<file path="src/rtl/intr_svc_pkg.sv">
// intr_svc_pkg: shared types and widths for the interrupt-service initiator.
//   svc_state_e : FSM state encoding (RD_* states exist only when
//                 INTR_SVC_READBACK_VERIFY_EN is defined).
//   ADDR_W/DATA_W : bus address/data widths, PRIO_W : priority field width,
//   CNT_W : service counter width, IDX_W : interrupt index width.
package intr_svc_pkg;

  localparam int ADDR_W = 8;
  localparam int DATA_W = 8;
  localparam int PRIO_W = 4;
  localparam int CNT_W  = 16;
  localparam int IDX_W  = 4;

  typedef enum logic [2:0] {
    ST_IDLE,
    ST_WR_REQ,
    ST_WR_GAP,
    ST_SVC_WAIT,
    ST_SVC_HOLD,
    ST_SVC_ACK
`ifdef INTR_SVC_READBACK_VERIFY_EN
    ,
    ST_RD_REQ,
    ST_RD_GAP
`endif
  } svc_state_e;

endpackage

</file>
<file path="src/rtl/intr_svc_initiator_if.sv">
// intr_svc_initiator_if: APB-style register bus between the initiator
// (master) and the priority interrupt controller (slave).
//   paddr_o/pwdata_o/pwrite_o/penable_o : request, driven by the master.
//   prdata_i/pready_i/perror_i          : response, driven by the slave.
// Handshake: the master raises penable_o with address/data/direction and
// holds them unchanged until it samples pready_i=1 on a rising clock edge;
// that edge completes the transfer, and perror_i/prdata_i are meaningful
// only on that same edge.
interface intr_svc_initiator_if;
  import intr_svc_pkg::*;

  logic [ADDR_W-1:0] paddr_o;
  logic [DATA_W-1:0] pwdata_o;
  logic              pwrite_o;
  logic              penable_o;
  logic [DATA_W-1:0] prdata_i;
  logic              pready_i;
  logic              perror_i;

  modport master (
    output paddr_o, pwdata_o, pwrite_o, penable_o,
    input  prdata_i, pready_i, perror_i
  );

  modport slave (
    input  paddr_o, pwdata_o, pwrite_o, penable_o,
    output prdata_i, pready_i, perror_i
  );

endinterface

</file>
<file path="src/rtl/intr_svc_apb_xfer.sv">
// intr_svc_apb_xfer: single-transfer bus engine used for writes and reads.
//   clk_i, rst_i          : clock, async active-high reset.
//   go_i                  : launch a transfer (only while idle).
//   addr_i/wdata_i/write_i: request captured on the launch edge.
//   bus_if (master)       : registered request outputs, response inputs.
//   done_o                : this edge completes the transfer (pready seen).
//   xerr_o                : completion with perror_i set.
//   timeout_o             : PREADY_TIMEOUT cycles passed without pready_i;
//                           the bus is dropped on this edge.
module intr_svc_apb_xfer import intr_svc_pkg::*; #(
  parameter int PREADY_TIMEOUT = 16
) (
  input  logic              clk_i,
  input  logic              rst_i,
  input  logic              go_i,
  input  logic [ADDR_W-1:0] addr_i,
  input  logic [DATA_W-1:0] wdata_i,
  input  logic              write_i,
  intr_svc_initiator_if.master bus_if,
  output logic              done_o,
  output logic              xerr_o,
  output logic              timeout_o
);

  localparam int TMO_W = $clog2(PREADY_TIMEOUT + 1);
  localparam logic [TMO_W-1:0] TMO_LAST = TMO_W'(PREADY_TIMEOUT - 1);

  logic              busy_q;
  logic [TMO_W-1:0]  tmo_q;
  logic [ADDR_W-1:0] paddr_q;
  logic [DATA_W-1:0] pwdata_q;
  logic              pwrite_q;
  logic              penable_q;

  assign done_o    = busy_q & bus_if.pready_i;
  assign xerr_o    = done_o & bus_if.perror_i;
  // The cycle that would make the wait PREADY_TIMEOUT long is the last one.
  assign timeout_o = busy_q & ~bus_if.pready_i & (tmo_q == TMO_LAST);

  assign bus_if.paddr_o   = paddr_q;
  assign bus_if.pwdata_o  = pwdata_q;
  assign bus_if.pwrite_o  = pwrite_q;
  assign bus_if.penable_o = penable_q;

  always_ff @(posedge clk_i or posedge rst_i) begin
    if (rst_i) begin
      busy_q    <= 1'b0;
      tmo_q     <= '0;
      paddr_q   <= '0;
      pwdata_q  <= '0;
      pwrite_q  <= 1'b0;
      penable_q <= 1'b0;
    end else if (go_i) begin
      busy_q    <= 1'b1;
      tmo_q     <= '0;
      paddr_q   <= addr_i;
      pwdata_q  <= wdata_i;
      pwrite_q  <= write_i;
      penable_q <= 1'b1;
    end else if (done_o || timeout_o) begin
      busy_q    <= 1'b0;
      tmo_q     <= '0;
      paddr_q   <= '0;
      pwdata_q  <= '0;
      pwrite_q  <= 1'b0;
      penable_q <= 1'b0;
    end else if (busy_q) begin
      tmo_q <= tmo_q + 1'b1;
    end
  end

endmodule

</file>
<file path="src/rtl/intr_svc_initiator.sv">
// intr_svc_initiator: programs NUM_INTR priority registers of the interrupt
// controller, then services interrupts (hold SVC_CYCLES, clear, acknowledge).
// Optional macro INTR_SVC_READBACK_VERIFY_EN adds a verifying read after
// every write.
//   pclk_i, prst_i        : clock, async active-high reset.
//   start_i               : begin (re)programming from index 0.
//   prio_tbl_i            : priority of source k at [4k+3:4k].
//   bus_if (master)       : register write/read bus.
//   intr_to_service_i     : index of the pending interrupt.
//   intr_valid_i          : controller has a pending interrupt.
//   intr_serviced_o       : one-cycle service acknowledge.
//   intr_clear_o          : one-hot one-cycle clear of the serviced source.
//   cfg_done_o            : programming complete, service loop active.
//   err_o                 : sticky bus error / timeout.
//   svc_count_o           : completed services (wraps).
//   dbg_state_o           : current FSM state.
module intr_svc_initiator import intr_svc_pkg::*; #(
  parameter int NUM_INTR       = 16,
  parameter int SVC_CYCLES     = 2,
  parameter int PREADY_TIMEOUT = 16
) (
  input  logic                       pclk_i,
  input  logic                       prst_i,
  input  logic                       start_i,
  input  logic [PRIO_W*NUM_INTR-1:0] prio_tbl_i,
  intr_svc_initiator_if.master       bus_if,
  input  logic [IDX_W-1:0]           intr_to_service_i,
  input  logic                       intr_valid_i,
  output logic                       intr_serviced_o,
  output logic [NUM_INTR-1:0]        intr_clear_o,
  output logic                       cfg_done_o,
  output logic                       err_o,
  output logic [CNT_W-1:0]           svc_count_o,
  output svc_state_e                 dbg_state_o
);

  localparam logic [IDX_W-1:0] LAST_IDX = IDX_W'(NUM_INTR - 1);
  localparam int HOLD_W = $clog2(SVC_CYCLES + 1);

  svc_state_e          state_q;
  logic [IDX_W-1:0]    idx_q;
  logic [IDX_W-1:0]    svc_idx_q;
  logic [HOLD_W-1:0]   hold_q;
  logic                cfg_done_q;
  logic                err_q;
  logic                serviced_q;
  logic [NUM_INTR-1:0] clear_q;
  logic [CNT_W-1:0]    svc_count_q;
`ifdef INTR_SVC_READBACK_VERIFY_EN
  logic [PRIO_W-1:0]   wr_prio_q;
`endif

  // Transfer launch decision, taken in the same cycle the FSM leaves
  // IDLE / a gap / SVC_WAIT so the request appears registered next cycle.
  logic              go_d;
  logic              go_write_d;
  logic [IDX_W-1:0]  go_idx_d;
  logic [PRIO_W-1:0] go_prio_d;
  logic [DATA_W-1:0] go_wdata_d;
  logic [ADDR_W-1:0] go_addr_d;
  logic              x_done, x_err, x_tmo;
  logic [NUM_INTR-1:0] clear_vec;

  always_comb begin
    go_d       = 1'b0;
    go_write_d = 1'b1;
    go_idx_d   = idx_q;
    case (state_q)
      ST_IDLE, ST_SVC_WAIT: begin
        if (start_i) begin
          go_d     = 1'b1;
          go_idx_d = '0;
        end
      end
`ifdef INTR_SVC_READBACK_VERIFY_EN
      ST_WR_GAP: begin
        go_d       = 1'b1;
        go_write_d = 1'b0;
      end
      ST_RD_GAP: begin
        if (idx_q < LAST_IDX) begin
          go_d     = 1'b1;
          go_idx_d = idx_q + 1'b1;
        end
      end
`else
      ST_WR_GAP: begin
        if (idx_q < LAST_IDX) begin
          go_d     = 1'b1;
          go_idx_d = idx_q + 1'b1;
        end
      end
`endif
      default: ;
    endcase
  end

  assign go_prio_d  = prio_tbl_i[PRIO_W*int'(go_idx_d) +: PRIO_W];
  assign go_wdata_d = go_write_d ? {{(DATA_W-PRIO_W){1'b0}}, go_prio_d} : '0;
  assign go_addr_d  = {{(ADDR_W-IDX_W){1'b0}}, go_idx_d};

  // Indices at or above NUM_INTR match no bit and clear nothing.
  always_comb begin
    clear_vec = '0;
    for (int k = 0; k < NUM_INTR; k++) clear_vec[k] = (int'(svc_idx_q) == k);
  end

  intr_svc_apb_xfer #(.PREADY_TIMEOUT(PREADY_TIMEOUT)) u_xfer (
    .clk_i     (pclk_i),
    .rst_i     (prst_i),
    .go_i      (go_d),
    .addr_i    (go_addr_d),
    .wdata_i   (go_wdata_d),
    .write_i   (go_write_d),
    .bus_if    (bus_if),
    .done_o    (x_done),
    .xerr_o    (x_err),
    .timeout_o (x_tmo)
  );

  always_ff @(posedge pclk_i or posedge prst_i) begin
    if (prst_i) begin
      state_q     <= ST_IDLE;
      idx_q       <= '0;
      svc_idx_q   <= '0;
      hold_q      <= '0;
      cfg_done_q  <= 1'b0;
      err_q       <= 1'b0;
      serviced_q  <= 1'b0;
      clear_q     <= '0;
      svc_count_q <= '0;
`ifdef INTR_SVC_READBACK_VERIFY_EN
      wr_prio_q   <= '0;
`endif
    end else begin
      serviced_q <= 1'b0;
      clear_q    <= '0;
      if (go_d) idx_q <= go_idx_d;
`ifdef INTR_SVC_READBACK_VERIFY_EN
      if (go_d && go_write_d) wr_prio_q <= go_prio_d;
`endif
      case (state_q)
        ST_IDLE: begin
          if (start_i) begin
            err_q   <= 1'b0;
            state_q <= ST_WR_REQ;
          end
        end
        ST_WR_REQ: begin
          if (x_tmo) begin
            err_q   <= 1'b1;
            state_q <= ST_IDLE;
          end else if (x_done) begin
            if (x_err) err_q <= 1'b1;
            state_q <= ST_WR_GAP;
          end
        end
`ifdef INTR_SVC_READBACK_VERIFY_EN
        ST_WR_GAP: state_q <= ST_RD_REQ;
        ST_RD_REQ: begin
          if (x_tmo) begin
            err_q   <= 1'b1;
            state_q <= ST_IDLE;
          end else if (x_done) begin
            if (x_err || (bus_if.prdata_i[PRIO_W-1:0] != wr_prio_q)) err_q <= 1'b1;
            state_q <= ST_RD_GAP;
          end
        end
        ST_RD_GAP: begin
`else
        ST_WR_GAP: begin
`endif
          if (idx_q < LAST_IDX) begin
            state_q <= ST_WR_REQ;
          end else begin
            cfg_done_q <= 1'b1;
            state_q    <= ST_SVC_WAIT;
          end
        end
        ST_SVC_WAIT: begin
          if (start_i) begin
            cfg_done_q <= 1'b0;
            err_q      <= 1'b0;
            state_q    <= ST_WR_REQ;
          end else if (intr_valid_i) begin
            svc_idx_q <= intr_to_service_i;
            hold_q    <= HOLD_W'(SVC_CYCLES);
            state_q   <= ST_SVC_HOLD;
          end
        end
        ST_SVC_HOLD: begin
          if (!intr_valid_i) begin
            state_q <= ST_SVC_WAIT;
          end else if (hold_q == '0) begin
            serviced_q  <= 1'b1;
            clear_q     <= clear_vec;
            svc_count_q <= svc_count_q + 1'b1;
            state_q     <= ST_SVC_ACK;
          end else begin
            hold_q <= hold_q - 1'b1;
          end
        end
        ST_SVC_ACK: state_q <= ST_SVC_WAIT;
        default:    state_q <= ST_IDLE;
      endcase
    end
  end

  assign intr_serviced_o = serviced_q;
  assign intr_clear_o    = clear_q;
  assign cfg_done_o      = cfg_done_q;
  assign err_o           = err_q;
  assign svc_count_o     = svc_count_q;
  assign dbg_state_o     = state_q;

endmodule
</file>
<file path="src/flat_wrapper.sv">
// flat-port wrapper written by rule: the top's interface ports become plain ports
module intr_svc_initiator_flat import intr_svc_pkg::*;
#(
  parameter int NUM_INTR       = 16,
  parameter int SVC_CYCLES     = 2,
  parameter int PREADY_TIMEOUT = 16
)
  (pclk_i, prst_i, start_i, prio_tbl_i, intr_to_service_i, intr_valid_i, intr_serviced_o, intr_clear_o, cfg_done_o, err_o, svc_count_o, dbg_state_o, bus_if_paddr_o, bus_if_pwdata_o, bus_if_pwrite_o, bus_if_penable_o, bus_if_prdata_i, bus_if_pready_i, bus_if_perror_i);
  intr_svc_initiator_if bus_if_i ();
  input  logic pclk_i;
  input  logic prst_i;
  input  logic start_i;
  input  logic [PRIO_W*NUM_INTR-1:0] prio_tbl_i;
  input  logic [IDX_W-1:0] intr_to_service_i;
  input  logic intr_valid_i;
  output logic intr_serviced_o;
  output logic [NUM_INTR-1:0] intr_clear_o;
  output logic cfg_done_o;
  output logic err_o;
  output logic [CNT_W-1:0] svc_count_o;
  output svc_state_e dbg_state_o;
  output wire logic [$bits(bus_if_i.paddr_o)-1:0] bus_if_paddr_o;
  output wire logic [$bits(bus_if_i.pwdata_o)-1:0] bus_if_pwdata_o;
  output wire logic [$bits(bus_if_i.pwrite_o)-1:0] bus_if_pwrite_o;
  output wire logic [$bits(bus_if_i.penable_o)-1:0] bus_if_penable_o;
  input wire logic [$bits(bus_if_i.prdata_i)-1:0] bus_if_prdata_i;
  input wire logic [$bits(bus_if_i.pready_i)-1:0] bus_if_pready_i;
  input wire logic [$bits(bus_if_i.perror_i)-1:0] bus_if_perror_i;
  assign bus_if_paddr_o = bus_if_i.paddr_o;
  assign bus_if_pwdata_o = bus_if_i.pwdata_o;
  assign bus_if_pwrite_o = bus_if_i.pwrite_o;
  assign bus_if_penable_o = bus_if_i.penable_o;
  assign bus_if_i.prdata_i = bus_if_prdata_i;
  assign bus_if_i.pready_i = bus_if_pready_i;
  assign bus_if_i.perror_i = bus_if_perror_i;
  intr_svc_initiator #(.NUM_INTR(NUM_INTR), .SVC_CYCLES(SVC_CYCLES), .PREADY_TIMEOUT(PREADY_TIMEOUT)) u_core (.pclk_i(pclk_i), .prst_i(prst_i), .start_i(start_i), .prio_tbl_i(prio_tbl_i), .bus_if(bus_if_i), .intr_to_service_i(intr_to_service_i), .intr_valid_i(intr_valid_i), .intr_serviced_o(intr_serviced_o), .intr_clear_o(intr_clear_o), .cfg_done_o(cfg_done_o), .err_o(err_o), .svc_count_o(svc_count_o), .dbg_state_o(dbg_state_o));
endmodule
</file>
<file path="config.mk">
export PLATFORM = sky130hd
export DESIGN_NAME = intr_svc_initiator_flat
export DESIGN_NICKNAME = d
export VERILOG_FILES = /design/src/rtl/intr_svc_pkg.sv /design/src/rtl/intr_svc_initiator_if.sv /design/src/rtl/intr_svc_apb_xfer.sv /design/src/rtl/intr_svc_initiator.sv /design/src/flat_wrapper.sv
export SDC_FILE = /design/constraint.sdc
export NUM_CORES = 1
export LEC_CHECK = 0
export BUFFER_PORTS_ARGS = -buffer_cell sky130_fd_sc_hd__buf_2
export CAP_MARGIN = 25
export CORE_ASPECT_RATIO = 1.75
export CORE_MARGIN = 5
export CORE_UTILIZATION = 51
export DETAILED_ROUTE_END_ITERATION = 10
export PLACE_DENSITY = 0.81
export SETUP_SLACK_MARGIN = 0.02
export SYNTH_ARGS = -nofsm -noshare
export SYNTH_HDL_FRONTEND = slang
export SYNTH_HIERARCHICAL = 1
export SYNTH_SLANG_ARGS = --single-unit
export TNS_END_PERCENT = 1
</file>
<file path="constraint.sdc">
create_clock -name pclk_i -period 2.73 [get_ports pclk_i]
set_input_delay 0.1365 -clock pclk_i [delete_from_list [all_inputs] [get_ports pclk_i]]
set_output_delay 0.1365 -clock pclk_i [all_outputs]
set_load 0.01 [all_outputs]
</file>
==> impl_metrics.json <==
{
  "ioPinCount": 138,
  "startpoint_type": "register",
  "yosys-top-cells-area": "dfrtp_1, o211ai_1, a22o_1, mux2_2, nor2_1",
  "dieHeight_um": 127.2,
  "synthArstFlopShare_pct": 100.0,
  "overflow": 0,
  "yosysMostFrequentCell": "dfrtp_1",
  "clock_latency_ns": 0.32,
  "placed_cells": 621,
  "dp_hpwl_mm": 8.022,
  "wl_mm": 10.51,
  "antenna_found_initial": 0,
  "layout-drive-gt1-share_pct": 35.75,
  "htree_levels": 3,
  "cts_tree": "done",
  "crit_path_top_delay_cell": "or3b_1",
  "seq_area_um2": 1777,
  "num_rows": 42,
  "fin_crit_sh_pct": 92.97,
  "crit_buf_inv": 0,
  "hold_violations": 0,
  "die_area_um2": 9787,
  "finalSetupTns_ns": 0,
  "portBuffers": 129,
  "avgSynthCellArea_um2": 10.10,
  "ys_seq_area_share_pct": 44.40,
  "areaGrowthSynthToFinish_pct": 29.33,
  "cts_buffer_depth": 2,
  "drc": 0,
  "dp_slack_ns": 0.04121,
  "place_congestion": 0.9405,
  "setup_viol": 0,
  "yosys_warnings": 6,
  "cts_buffers": 9,
  "grt_max_degree": 49,
  "n_antenna_cell": 0,
  "design.core.area_um2": 7620,
  "status": "finished, final reports clean",
  "dr.pass1.iters": 4,
  "vias": 3691,
  "critical_path_class": "register to register",
  "multi_input_area_um2": 2016,
  "first_global_vias": 3741,
  "yosysTopAreaCell": "dfrtp_1",
  "cp-end-kind": "register",
  "start_util_pct": 52.51,
  "grtUsageTotal_pct": 21.61,
  "layout.cells.non_filler": 639,
  "fillers": 590,
  "ant_nets": 0,
  "arrival_ns": 2.75,
  "p_per_area_nw_per_um2": 851.7,
  "rsz0062_at_grt": "no",
  "cts.clk_slew.worst_paths_ns": 0.05,
  "path_delay_family": "compound AO/OA/AOI/OAI gates",
  "yosys-top-cells-count": "dfrtp_1, nor2_1, o211ai_1",
  "tightest_slew_ns": 0.8479,
  "synth_top_area_share_pct": 44.40,
  "required_ns": 2.94,
  "netlist_area_um2": 4001,
  "drtIter0Drc": 244,
  "dieWidth_um": 76.96,
  "hp-class": "input pin to register",
  "fmax_mhz": 394.0,
  "synth_flop_cell": "dfrtp_1",
  "fin_util_pct": 67.91,
  "wl_per_cell_um": 16.45,
  "max_stage_delay_ns": 0.49,
  "clock_sinks": 71,
  "leakage_nw": 2.648,
  "maxCapViolations": 0,
  "cts_setup_buffers": 0,
  "period_needed_ns": 2.538,
  "avgViaCountPerCell": 5.776,
  "cp_max_fo": 10,
  "nNetsFinal": 633,
  "fin_skew_ns": 0.005655,
  "synth-edff-count": 0,
  "grt_pass1_wl_mm": 17.43,
  "peakVddDrop_mv": 0.6009,
  "setup_slack_ns": 0.1920,
  "worstPathCellList": "or3b_1, a31oi_4, o21a_4, mux2_1, o211ai_1, o2111ai_1, a22o_1",
  "ys_ff_latch": 71,
  "max_slew_margin_pct": 43.41,
  "drv_slew": 0,
  "ctsRootBufferMaster": "clkbuf_16",
  "whs_ns": 0.05099,
  "syn_inst": 396,
  "ys_types": 65
}
## cells in the final DEF, fill, tap and decap left out, types with 11 or more instances in the layout
cell type and n:
a21oi_1 13, mux2_2 11, o21ai_0 19, buf_4 22, o211ai_1 26, nand3_1 16
nand2_1 20, buf_2 129, nor3_1 12, inv_1 24, dfrtp_1 71, a22o_1 17
nor2_1 30
## kinds of logic (layout without fill, tap and decap cells)
kind of cell             Yosys count  after routing  synth area share (%)
buffers and inverters             48            196                 6.285
XOR/XNOR                          18             18                 3.940
AO/OA/AOI/OAI                    110            110                 20.73
flip-flops                        71             71                 44.40
other                              2              9                0.1877
adder cells (fa/ha/maj)            5              5                 1.563
multiplexers                      25             25                 7.286
AND/OR/NAND/NOR                  117            117                 15.60
## state kept, by name, summed over array words and instances (netlist names)
register	cells
u_core/intr_clear_o	16
u_core/u_xfer/bus_if.pwdata_o	8
u_core/svc_idx_q	4
u_core/idx_q	4
u_core/err_o	1
u_core/intr_serviced_o	1
u_core/svc_count_o	16
u_core/cfg_done_o	1
u_core/hold_q	2
u_core/u_xfer/bus_if.paddr_o	8
u_core/u_xfer/tmo_q	5
u_core/u_xfer/busy_q	1
u_core/dbg_state_o	3
u_core/u_xfer/bus_if.pwrite_o	1
## power breakdown
group          total, mW  internal [mW]  switching (mW)
Clock               1.23          0.802           0.426
Sequential          1.43           1.26           0.178
Combinational       1.75          0.769           0.977
## layer usage
metal	vias to the layer above	GRT usage (%)	share of wire [%]
met2	181	36.20	51
met4	0	11.84	4.6
met3	38	6.549	9.2
met5	-	0	0
li1	1734	-	-
met1	1738	24.30	35
## through the flow
stage | cell area (um^2) | total power [mW]
global route | 5175 | 4.686
detailed placement | 4818 | 3.166
floorplan | 4028 | 2.642
finish | 5175 | 4.407
CTS | 5132 | 4.422
global placement | 4818 | 3.098
## path summary, 6_finish.rpt
path / startpoint / to / slack [ns] / cells past startpoint
setup reg to reg: u_core/dbg_state_o[2] / u_core/u_xfer/bus_if.pwdata_o[0] / 0.19 / 7
hold reg to reg: u_core/svc_count_o[15] / u_core/svc_count_o[15] / 0.46 / 1
min in group asynchronous: prst_i / u_core/svc_count_o[10] / 0.25 / 3
hold / removal: intr_to_service_i[3] / u_core/svc_idx_q[3] / 0.05 / 2
setup / recovery: u_core/dbg_state_o[2] / u_core/u_xfer/bus_if.pwdata_o[0] / 0.19 / 7
max in group asynchronous: prst_i / u_core/u_xfer/tmo_q[0] / 1.64 / 3
## layout make-up
| type | instances | share of cell area, % |
|---|---|---|
| inverters | 26 | 1.886 |
| well taps | 88 | 2.128 |
| clock inverters | 5 | 1.572 |
| multi-input cells | 284 | 38.95 |
| flip-flops and latches | 71 | 34.33 |
| repair buffers | 154 | 16.63 |
| clock buffers | 11 | 4.497 |
## what timing repair did
item | CTS | global route
hold buffers | 0 | 1
endpoints found under the setup margin | 0 | 4
hold endpoints to repair | 0 | 48
gates resized for setup | 0 | 3
No activity file was read; power rests on OpenSTA's default activity.
